<file path="src/rtl/bcd_pkg.sv">
// rtl/bcd_pkg.sv - shared types, nibble constants and BCD validity check for the BCD-to-binary converter
package bcd_pkg;

  typedef enum logic [1:0] {
    IDLE  = 2'd0,
    SHIFT = 2'd1,
    DONE  = 2'd2
  } state_t;

  localparam logic [3:0] NIB_ADJ_MIN = 4'd8;  // nibbles at or above this get corrected
  localparam logic [3:0] NIB_ADJ_SUB = 4'd3;  // correction amount after a right shift
  localparam logic [3:0] NIB_MAX     = 4'd9;  // largest legal BCD digit

  // True when every one of the low `digits` nibbles of `word` is a legal BCD digit.
  // The word is passed zero-extended to 32 bits so one function serves any DIGITS up to 8.
  function automatic logic bcd_is_valid(input logic [31:0] word, input int digits);
    logic ok;
    ok = 1'b1;
    for (int i = 0; i < 8; i++) begin
      if ((i < digits) && (word[4*i +: 4] > NIB_MAX)) begin
        ok = 1'b0;
      end
    end
    return ok;
  endfunction

endpackage

</file>
<file path="src/rtl/bcd_to_binary_seq_if.sv">
// rtl/bcd_to_binary_seq_if.sv - start/result handshake bundle between requester and converter
// Ports (signals):
//   start  : request a conversion
//   bcd    : packed BCD operand, most significant digit in the top nibble
//   binary : converted result, held until the next done
//   busy   : converter is iterating
//   done   : one-cycle result-valid pulse
//   error  : captured operand had a digit above 9
interface bcd_to_binary_seq_if #(
  parameter int DIGITS = 2,
  parameter int BIN_W  = 7
);
  logic                  start;
  logic [4*DIGITS-1:0]   bcd;
  logic [BIN_W-1:0]      binary;
  logic                  busy;
  logic                  done;
  logic                  error;

  modport master (output start, bcd, input binary, busy, done, error);
  modport slave  (input start, bcd, output binary, busy, done, error);
endinterface

</file>
<file path="src/rtl/bcd_nibble_adjust.sv">
// rtl/bcd_nibble_adjust.sv - subtract 3 from a BCD nibble that reads 8 or more after a right shift
// Ports:
//   i_nibble : nibble taken from the freshly shifted scratch word
//   o_nibble : corrected nibble
module bcd_nibble_adjust
  import bcd_pkg::*;
(
  input  logic [3:0] i_nibble,
  output logic [3:0] o_nibble
);

  // A bit shifted down from the next-higher digit lands here as weight 8 but is worth 5.
  assign o_nibble = (i_nibble >= NIB_ADJ_MIN) ? (i_nibble - NIB_ADJ_SUB) : i_nibble;

endmodule

</file>
<file path="src/rtl/bcd_to_binary_seq.sv">
// rtl/bcd_to_binary_seq.sv - sequential reverse double-dabble BCD-to-binary converter with start/busy/done handshake
// Ports:
//   i_clock   : system clock, rising edge
//   i_reset_n : asynchronous active-low reset
//   io        : slave side of bcd_to_binary_seq_if (start, bcd in; binary, busy, done, error out)
module bcd_to_binary_seq
  import bcd_pkg::*;
#(
  parameter int DIGITS = 2,
  parameter int BIN_W  = 7
) (
  input  logic                  i_clock,
  input  logic                  i_reset_n,
  bcd_to_binary_seq_if.slave    io
);

  localparam int BCD_W = 4 * DIGITS;
  localparam int SCR_W = BCD_W + BIN_W;
  localparam int CNT_W = $clog2(BIN_W + 1);

  // The largest BCD value must fit in the binary result.
  generate
    if ((2 ** BIN_W) < (10 ** DIGITS)) begin : g_bad_width
      $error("bcd_to_binary_seq: BIN_W too small for DIGITS");
    end
  endgenerate

  state_t             r_state;
  logic [SCR_W-1:0]   r_scratch;
  logic [CNT_W-1:0]   r_count;
  logic [BIN_W-1:0]   r_binary;
  logic               r_busy;
  logic               r_done;
  logic               r_error;

  logic [SCR_W-1:0]   w_shifted;
  logic [SCR_W-1:0]   w_adjusted;
  logic               w_valid;

  assign w_valid   = bcd_is_valid(32'(io.bcd), DIGITS);
  assign w_shifted = r_scratch >> 1;

  // Binary field passes straight through; only the BCD digits need correcting.
  assign w_adjusted[BIN_W-1:0] = w_shifted[BIN_W-1:0];

  generate
    for (genvar g = 0; g < DIGITS; g++) begin : g_adj
      bcd_nibble_adjust u_adj (
        .i_nibble (w_shifted[BIN_W + 4*g +: 4]),
        .o_nibble (w_adjusted[BIN_W + 4*g +: 4])
      );
    end
  endgenerate

  always_ff @(posedge i_clock or negedge i_reset_n) begin
    if (!i_reset_n) begin
      r_state   <= IDLE;
      r_scratch <= '0;
      r_count   <= '0;
      r_binary  <= '0;
      r_busy    <= 1'b0;
      r_done    <= 1'b0;
      r_error   <= 1'b0;
    end else begin
      case (r_state)
        IDLE, DONE: begin
          r_done <= 1'b0;
          if (io.start) begin
            if (w_valid) begin
              r_scratch <= {io.bcd, {BIN_W{1'b0}}};
              r_count   <= '0;
              r_busy    <= 1'b1;
              r_state   <= SHIFT;
            end else begin
              // Illegal digit: report immediately without iterating.
              r_binary <= '0;
              r_error  <= 1'b1;
              r_done   <= 1'b1;
              r_state  <= DONE;
            end
          end else begin
            r_state <= IDLE;
          end
        end

        SHIFT: begin
          // The counter is compared before shifting, so the cycle after the last
          // iteration is spent publishing the result rather than shifting again.
          if (r_count == CNT_W'(BIN_W)) begin
            assert (r_scratch[SCR_W-1:BIN_W] == '0);
            r_binary <= r_scratch[BIN_W-1:0];
            r_error  <= 1'b0;
            r_done   <= 1'b1;
            r_busy   <= 1'b0;
            r_state  <= DONE;
          end else begin
            r_scratch <= w_adjusted;
            r_count   <= r_count + CNT_W'(1);
          end
        end

        default: r_state <= IDLE;
      endcase
    end
  end

  assign io.binary = r_binary;
  assign io.busy   = r_busy;
  assign io.done   = r_done;
  assign io.error  = r_error;

endmodule

</file>
<file path="src/flat_wrapper.sv">
// flat-port wrapper written by rule: the top's interface ports become plain ports
module bcd_to_binary_seq_flat import bcd_pkg::*;
#(
  parameter int DIGITS = 2,
  parameter int BIN_W  = 7
)
  (i_clock, i_reset_n, io_start, io_bcd, io_binary, io_busy, io_done, io_error);
  bcd_to_binary_seq_if #(.DIGITS(DIGITS), .BIN_W(BIN_W)) io_i ();
  input  logic i_clock;
  input  logic i_reset_n;
  input wire logic [$bits(io_i.start)-1:0] io_start;
  input wire logic [$bits(io_i.bcd)-1:0] io_bcd;
  output wire logic [$bits(io_i.binary)-1:0] io_binary;
  output wire logic [$bits(io_i.busy)-1:0] io_busy;
  output wire logic [$bits(io_i.done)-1:0] io_done;
  output wire logic [$bits(io_i.error)-1:0] io_error;
  assign io_i.start = io_start;
  assign io_i.bcd = io_bcd;
  assign io_binary = io_i.binary;
  assign io_busy = io_i.busy;
  assign io_done = io_i.done;
  assign io_error = io_i.error;
  bcd_to_binary_seq #(.DIGITS(DIGITS), .BIN_W(BIN_W)) u_core (.i_clock(i_clock), .i_reset_n(i_reset_n), .io(io_i));
endmodule
</file>
<file path="config.mk">
export PLATFORM = sky130hd
export DESIGN_NAME = bcd_to_binary_seq_flat
export DESIGN_NICKNAME = d
export VERILOG_FILES = /design/src/rtl/bcd_pkg.sv /design/src/rtl/bcd_to_binary_seq_if.sv /design/src/rtl/bcd_nibble_adjust.sv /design/src/rtl/bcd_to_binary_seq.sv /design/src/flat_wrapper.sv
export SDC_FILE = /design/constraint.sdc
export NUM_CORES = 1
export LEC_CHECK = 0
export CAP_MARGIN = 20
export CORE_MARGIN = 4
export CORE_UTILIZATION = 45
export CTS_BUF_LIST = sky130_fd_sc_hd__clkbuf_4
export CTS_CLUSTER_DIAMETER = 60
export CTS_CLUSTER_SIZE = 40
export DETAILED_ROUTE_END_ITERATION = 7
export PLACE_DENSITY = 0.69
export SYNTH_ARGS = -nofsm -noshare
export SYNTH_HDL_FRONTEND = slang
export SYNTH_SLANG_ARGS = --single-unit
</file>
<file path="constraint.sdc">
create_clock -name i_clock -period 3.6 [get_ports i_clock]
set_input_delay 0.36 -clock i_clock [delete_from_list [all_inputs] [get_ports i_clock]]
set_output_delay 0.36 -clock i_clock [all_outputs]
set_load 0.02 [all_outputs]
</file>
==> out/metrics.yaml <==
detailed_routing:
  drtPass1Iterations: 4
  num_vias: 946
  antenna_left: 0
  wl_per_cell_um: 13.20
  drt-initial-drc-count: 34
  drt_wl_total_mm: 2.415
  drc: 0
  vias_per_cell: 5.169
min_path:
  hold_path.class: "in -> async"
worst_setup_path:
  path_class: "reg -> reg"
  critPathMaxFanout: 10
  start_kind: "register"
  required_ns: 3.81
  cp.arrival_ns: 1.99
  crit_path_end_kind: "register"
grt:
  grt_pass1_vias: 902
  grt.busiest_layer: "met2"
  grt_max_degree: 31
  track_usage_pct: 13.92
  grt_pass1_wl_mm: 4.243
  met2_usage_pct: 20.29
  antenna_found_initial: 0
  grtUsageMet3_pct: 4.796
  gr-total-overflow: 0
  met1_usage_pct: 18.12
cells_and_area:
  design_area_mm2: 0.001659
  num_antenna_cells: 0
  utilization_pct: 58.65
  nets: 166
  synthToLayoutAreaGrowth_pct: 21.65
  layout-drive-gt1-share_pct: 14.47
  fill_cells: 257
die:
  io_pins: 21
  num_rows: 19
  core_area_mm2: 0.002829
  die_h_um: 63.05
  dieArea_mm2: 0.003975
  start_util_pct: 48.21
  die_width_um: 63.05
synthesis:
  synth_area_leaders: "dfrtp_1, nand2_1, mux2_4"
  yosysTopAreaCell: "dfrtp_1"
  async_flop_share_pct: 100.0
  synthTopCellsByCount: "dfrtp_1, nand2_1, o21ai_0, a22o_1, mux2_4"
  synth_seq_area_share_pct: 55.05
  syn_inst: 124
  ys.flop_type: "dfrtp_1"
  synth.most_common_cell: "dfrtp_1"
  synth_edf_count: 0
  syn_area_mm2: 0.001364
  synth_cell_types: 24
  yosys_warnings: 0
  synth_top_area_share_pct: 55.05
  syn_nets: 139
  ys_ff_latch: 30
  avgSynthCellArea_um2: 11.00
timing:
  worst_pin_slew_ns: 0.4399
  rsz0062_at_grt: "false"
  setup_viol: 0
  fin_crit_sh_pct: 49.45
  skew_ns: 0.009483
  hold_viol: 0
  max_freq_mhz: 561.8
  holdWs_ns: 0.4051
  slew_headroom_pct: 70.57
  finalSetupTns_ns: 0
  period_minus_slack_ns: 1.780
  maxSlewViolCount: 0
  worst_slack_ns: 1.820
pwr:
  leakage_nw: 0.7616
  peakVddDrop_mv: 0.3033
  pwr_density_cell_mw_per_mm2: 679.8
placement:
  gp_congestion: 0.7081
  place_ws_ns: 1.612
  placed_area_mm2: 0.001605
  dp_hpwl_mm: 1.720
  portBuffers: 20
clock_network:
  postCtsSetupBuffers: 0
  clock_latency_ns: 0.32
  cts.clk_slew.worst_paths_ns: 0.09
  ctsResizeCount: 0
  cts_buffer_depth: 2
  cts_buffers: 5
  cts.sinks: 30
  hold_buffers: 0
  root_buffer: "clkbuf_4"
  cts_tree: "built"
  htreeDepth: 2
status:
  status: "complete, no violations"
flow_run:
  drv_cap: 0
## stage by stage
stage,instances,power (mW)
5_1_grt,183,1.218
3_3_place_gp,175,0.9370
6_report,183,1.128
4_1_cts,183,1.145
3_5_place_dp,175,0.9499
2_1_floorplan,124,0.8396
## flip-flops by register name, summed over array words and instances, names as in the netlist
name              count
u_core.r_scratch     15
u_core.io.binary      7
u_core.r_count        3
u_core.r_state        2
u_core.io.busy        1
u_core.io.done        1
u_core.io.error       1
## path summary, 6_finish.rpt
kind                                        end  slack (ns)  cells past startpoint              start
max                        u_core.r_scratch[10]        1.82                      6  u_core.r_count[0]
max reg2reg                u_core.r_scratch[10]        1.82                      6  u_core.r_count[0]
min                        u_core.r_scratch[14]        0.41                      2          i_reset_n
max in group asynchronous   u_core.r_scratch[0]        2.91                      2          i_reset_n
min reg2reg                   u_core.r_count[0]        0.49                      1  u_core.r_count[0]
min in group i_clock          u_core.r_count[0]        0.49                      1  u_core.r_count[0]
## where the power goes
part,internal [mW],switching (mW)
registers,0.448,0.0953
clock network,0.0807,0.107
logic,0.215,0.182
## layout by cell type, fill, tap and decap left out
| cell | count |
|---|---|
| o21ai_1 | 1 |
| clkbuf_4 | 6 |
| nor2_1 | 5 |
| or2b_4 | 1 |
| nor2b_1 | 2 |
| a22o_1 | 9 |
| inv_1 | 4 |
| o22ai_1 | 1 |
| a21o_1 | 1 |
| o21ai_2 | 2 |
| ha_1 | 4 |
| o21ai_4 | 1 |
| clkinv_1 | 1 |
| o21ai_0 | 15 |
| xnor2_1 | 2 |
| dfrtp_1 | 30 |
| nor2_2 | 1 |
| clkdlybuf4s50_1 | 20 |
| nand2b_2 | 1 |
| a21oi_1 | 4 |
| inv_8 | 1 |
| mux2_4 | 6 |
| a31oi_1 | 1 |
| nand2_1 | 28 |
| mux2i_1 | 2 |
| buf_4 | 1 |
| clkinv_2 | 1 |
| and2_4 | 1 |
## critical path, stage by stage, from the launching register on
cell     delay, ns
dfrtp_1       0.40
ha_1          0.20
ha_1          0.24
o21ai_2       0.23
o21ai_4       0.16
inv_8         0.13
mux2_4        0.30
## cell type report
class | instances | area, um2 | area share (%)
tap | 31 | 38.79 | 2.338
inverter | 5 | 26.28 | 1.584
clock buffer | 6 | 45.04 | 2.715
multi-input combinational | 88 | 581.8 | 35.07
clock inverter | 2 | 8.758 | 0.5279
timing repair buffer | 21 | 207.7 | 12.52
sequential | 30 | 750.7 | 45.25
## routing by layer
layer,share of wire [%],vias up
met5,0,-
met4,2.0,0
li1,-,481
met2,45,21
met1,47,437
met3,5.6,7
## cell families after synthesis
| kind of cell | Yosys count | share of synthesized area [%] |
|---|---|---|
| XOR/XNOR | 2 | 1.285 |
| AND/OR/NAND/NOR | 39 | 12.57 |
| buffers and inverters | 6 | 2.293 |
| multiplexers | 8 | 8.074 |
| adder cells (fa/ha/maj) | 4 | 3.670 |
| AO/OA/AOI/OAI | 35 | 17.07 |
| flip-flops | 30 | 55.05 |
Note: power is estimated with default switching activity, not from simulation.
==> RTL change: new RTL, config.mk and constraints unchanged <==
`DIGITS` is set to 2 in 3 places; all go to 1.
--- a/src/rtl/bcd_to_binary_seq_if.sv
+++ b/src/rtl/bcd_to_binary_seq_if.sv
@@ -8,5 +8,5 @@
 //   error  : captured operand had a digit above 9
 interface bcd_to_binary_seq_if #(
-  parameter int DIGITS = 2,
+  parameter int DIGITS = 1,
   parameter int BIN_W  = 7
 );
--- a/src/rtl/bcd_to_binary_seq.sv
+++ b/src/rtl/bcd_to_binary_seq.sv
@@ -7,5 +7,5 @@
   import bcd_pkg::*;
 #(
-  parameter int DIGITS = 2,
+  parameter int DIGITS = 1,
   parameter int BIN_W  = 7
 ) (
--- a/src/flat_wrapper.sv
+++ b/src/flat_wrapper.sv
@@ -2,5 +2,5 @@
 module bcd_to_binary_seq_flat import bcd_pkg::*;
 #(
-  parameter int DIGITS = 2,
+  parameter int DIGITS = 1,
   parameter int BIN_W  = 7
 )
Ports: changed (resized io_bcd); port bits go from 21 to 17. No check against the original RTL was run, so the function may have changed too.
==> RTL change against the unedited design <==
Sequential cell count is 4 lower; routed wire length is 21% lower; first-iteration DRC count is 68% lower; maximum frequency is 20% lower; worst setup slack worse by 440 ps; area after synthesis is 15% lower; power is 26% lower; via count is 25% lower; die area is 13% lower; cell area is 19% lower; sequential share of layout area is 3.2 points higher; critical endpoint is now u_core.r_scratch[7]$_DFFE_PN0P_; highest routed layer unchanged.
==> RTL change: results (changes against the unedited design) <==
| Metric | Value |
|---|---|
| Clock skew | 8.26 ps (-1.22 ps) |
| Post-synthesis mux area share | 15.4% (+7.4 points) |
| Post-Synth XOR/XNOR Area | 0% (-1.3 points) |
| Level count of the clock H-tree | 1 (-1) |
| Slowest cell on crit path | o22a_1 |
| Layout cells sized above 1 | 9.57% (-4.9 points) |
| Unique masters post-synth | 26 (+8.3%) |
| PortBufs | 16 (-20%) |
| First drt pass iteration count | 4 (unchanged) |
| Setup slack, reg-to-reg | 1380 ps (-440 ps) |
| Int Pwr | 0.000561 W (-25%) |
| Seq/Total Area, Yosys | 56.1% (+1.0 points) |
| Reg2reg end | u_core.r_scratch[7]$_DFFE_PN0P_ |
| Worst Setup Path Type | reg2reg |
| Vias in the first global route | 751 (-17%) |
| Max_slew headroom | 46.4% (-24 points) |
| CP arrival | 2440 ps (+450 ps) |
| Max VDD drop | 341 uV (+13%) |
| CTS buffer count | 3 (-2) |
| Status | finished, final reports clean |
| Static leakage | 0.611 nW (-20%) |
| FFs w/ async S/R, synth | 100% (unchanged) |
| Max FFs per register | 11 (-4) |
| Syn nets | 108 (-22%) |
| CP Max Fanout | 15 (+5) |
| Initial DRC count | 11 (-68%) |
| Synth top area cells | dfrtp_1, mux2i_1, nand2_1, mux2_4, o22ai_1 |
| Max Fclk | 450 MHz (-20%) |
| DP Worst Slack | 1320 ps (-289 ps) |
| Reg clk slew, reported paths | 140 ps (+50 ps) |
| Syn avg cell area | 11.7 sq um (+6.5%) |
| Via Count | 708 (-25%) |
| Worst r2r path cells | 5 (-1) |
| Most instantiated cells after synthesis | dfrtp_1, nand2_1, inv_1 |
| Nets | 125 (-25%) |
| Skew-Pair Late Insertion Delay | 320 ps (about the same) |
| Non-filler cells, final | 145 (-21%) |
| Dpl cells | 141 (-19%) |
| Total track usage | 12.6% (-1.4 points) |
| GPL Wtd Cong | 0.709 (+0.18%) |
| Setup Buffers After CTS | 0 (unchanged) |
| Filler instances | 238 (-7.4%) |
| Routed WL | 1.91 mm (-21%) |
| Post-route cell area | 0.00134 sq mm (-19%) |
| Clk buf depth | 2 (unchanged) |
| Dpl hpwl | 1.28 mm (-25%) |
| Post-synthesis compound-gate area fraction | 7.34% (-9.7 points) |
| Global-route wire length before repair | 3.32 mm (-22%) |
| CP peak stage delay | 700 ps (+300 ps) |
| Pin count of the biggest net entering global routing | 27 (-13%) |
| Post-synthesis adder-cell area fraction | 2.16% (-1.5 points) |
RTL change: cell types whose count changed after synthesis, sizes merged, moves of 5 or more:
cell   unedited run  this run
o21ai            19         2
a22o              9         0
inv               5        11
nor2              6         1
mux2i             2        10
o22ai             1         7
nand2            28        16
RTL change: cells by family after synthesis:
| group | after synthesis |
|---|---|
| buffers and inverters | 16 |
| AND/OR/NAND/NOR | 26 |
| adder cells (fa/ha/maj) | 2 |
| multiplexers | 16 |
| AO/OA/AOI/OAI | 13 |
| flip-flops | 26 |
RTL change: critical path, delay by kind of cell, from the launching register on:
family / cells / cell delay (ps)
multiplexers: 1 / 350
AO/OA/AOI/OAI: 1 / 700
AND/OR/NAND/NOR: 1 / 210
adder cells (fa/ha/maj): 2 / 440
flip-flops: 1 / 420
RTL change: how the worst min path moves through the flow:
| stage | startpoint | to | slack, ps | cells after the start |
|---|---|---|---|---|
| final | i_reset_n | u_core.io.busy$_DFFE_PN0P_ | 380 | 2 |
| after CTS | i_reset_n | u_core.io.done$_DFFE_PN0P_ | 380 | 2 |
| after detailed placement | u_core.io.error$_DFFE_PN0P_ | u_core.io.error$_DFFE_PN0P_ | 470 | 1 |
| after global placement | u_core.io.error$_DFFE_PN0P_ | u_core.io.error$_DFFE_PN0P_ | 460 | 1 |
| after global routing | i_reset_n | u_core.io.binary[5]$_DFFE_PN0P_ | 400 | 2 |
| after floorplan | i_reset_n | u_core.io.binary[0]$_DFFE_PN0P_ | 60 | 0 |
RTL change: power groups by stage:
| stage | Sequential [W] | Clock [W] | Combinational (W) |
|---|---|---|---|
| finish | 0.000407 | 0.000123 | 0.000308 |
| global route | 0.000416 | 0.000141 | 0.000340 |
| CTS | 0.000407 | 0.000130 | 0.000312 |
| detailed placement | 0.000413 | 0 | 0.000310 |
| global placement | 0.000411 | 0 | 0.000305 |
| floorplan | 0.000411 | 0 | 0.000276 |
RTL change: cell type report:
cell class	instances	area share, %
sequential	26	48.4
multi-input combinational	57	31.3
timing repair buffer	17	12.5
inverter	11	3.07
tap	30	2.79
clock buffer	3	1.68
clock inverter	1	0.279
RTL change: routing by layer:
| layer | share of wire (%) | global-route usage (%) | vias up |
|---|---|---|---|
| met1 | 51 | 16.5 | 328 |
| li1 | - | - | 364 |
| met4 | 0.68 | 2.91 | 0 |
| met2 | 43 | 19.7 | 14 |
| met3 | 6.0 | 4.82 | 2 |
| met5 | 0 | 0 | - |
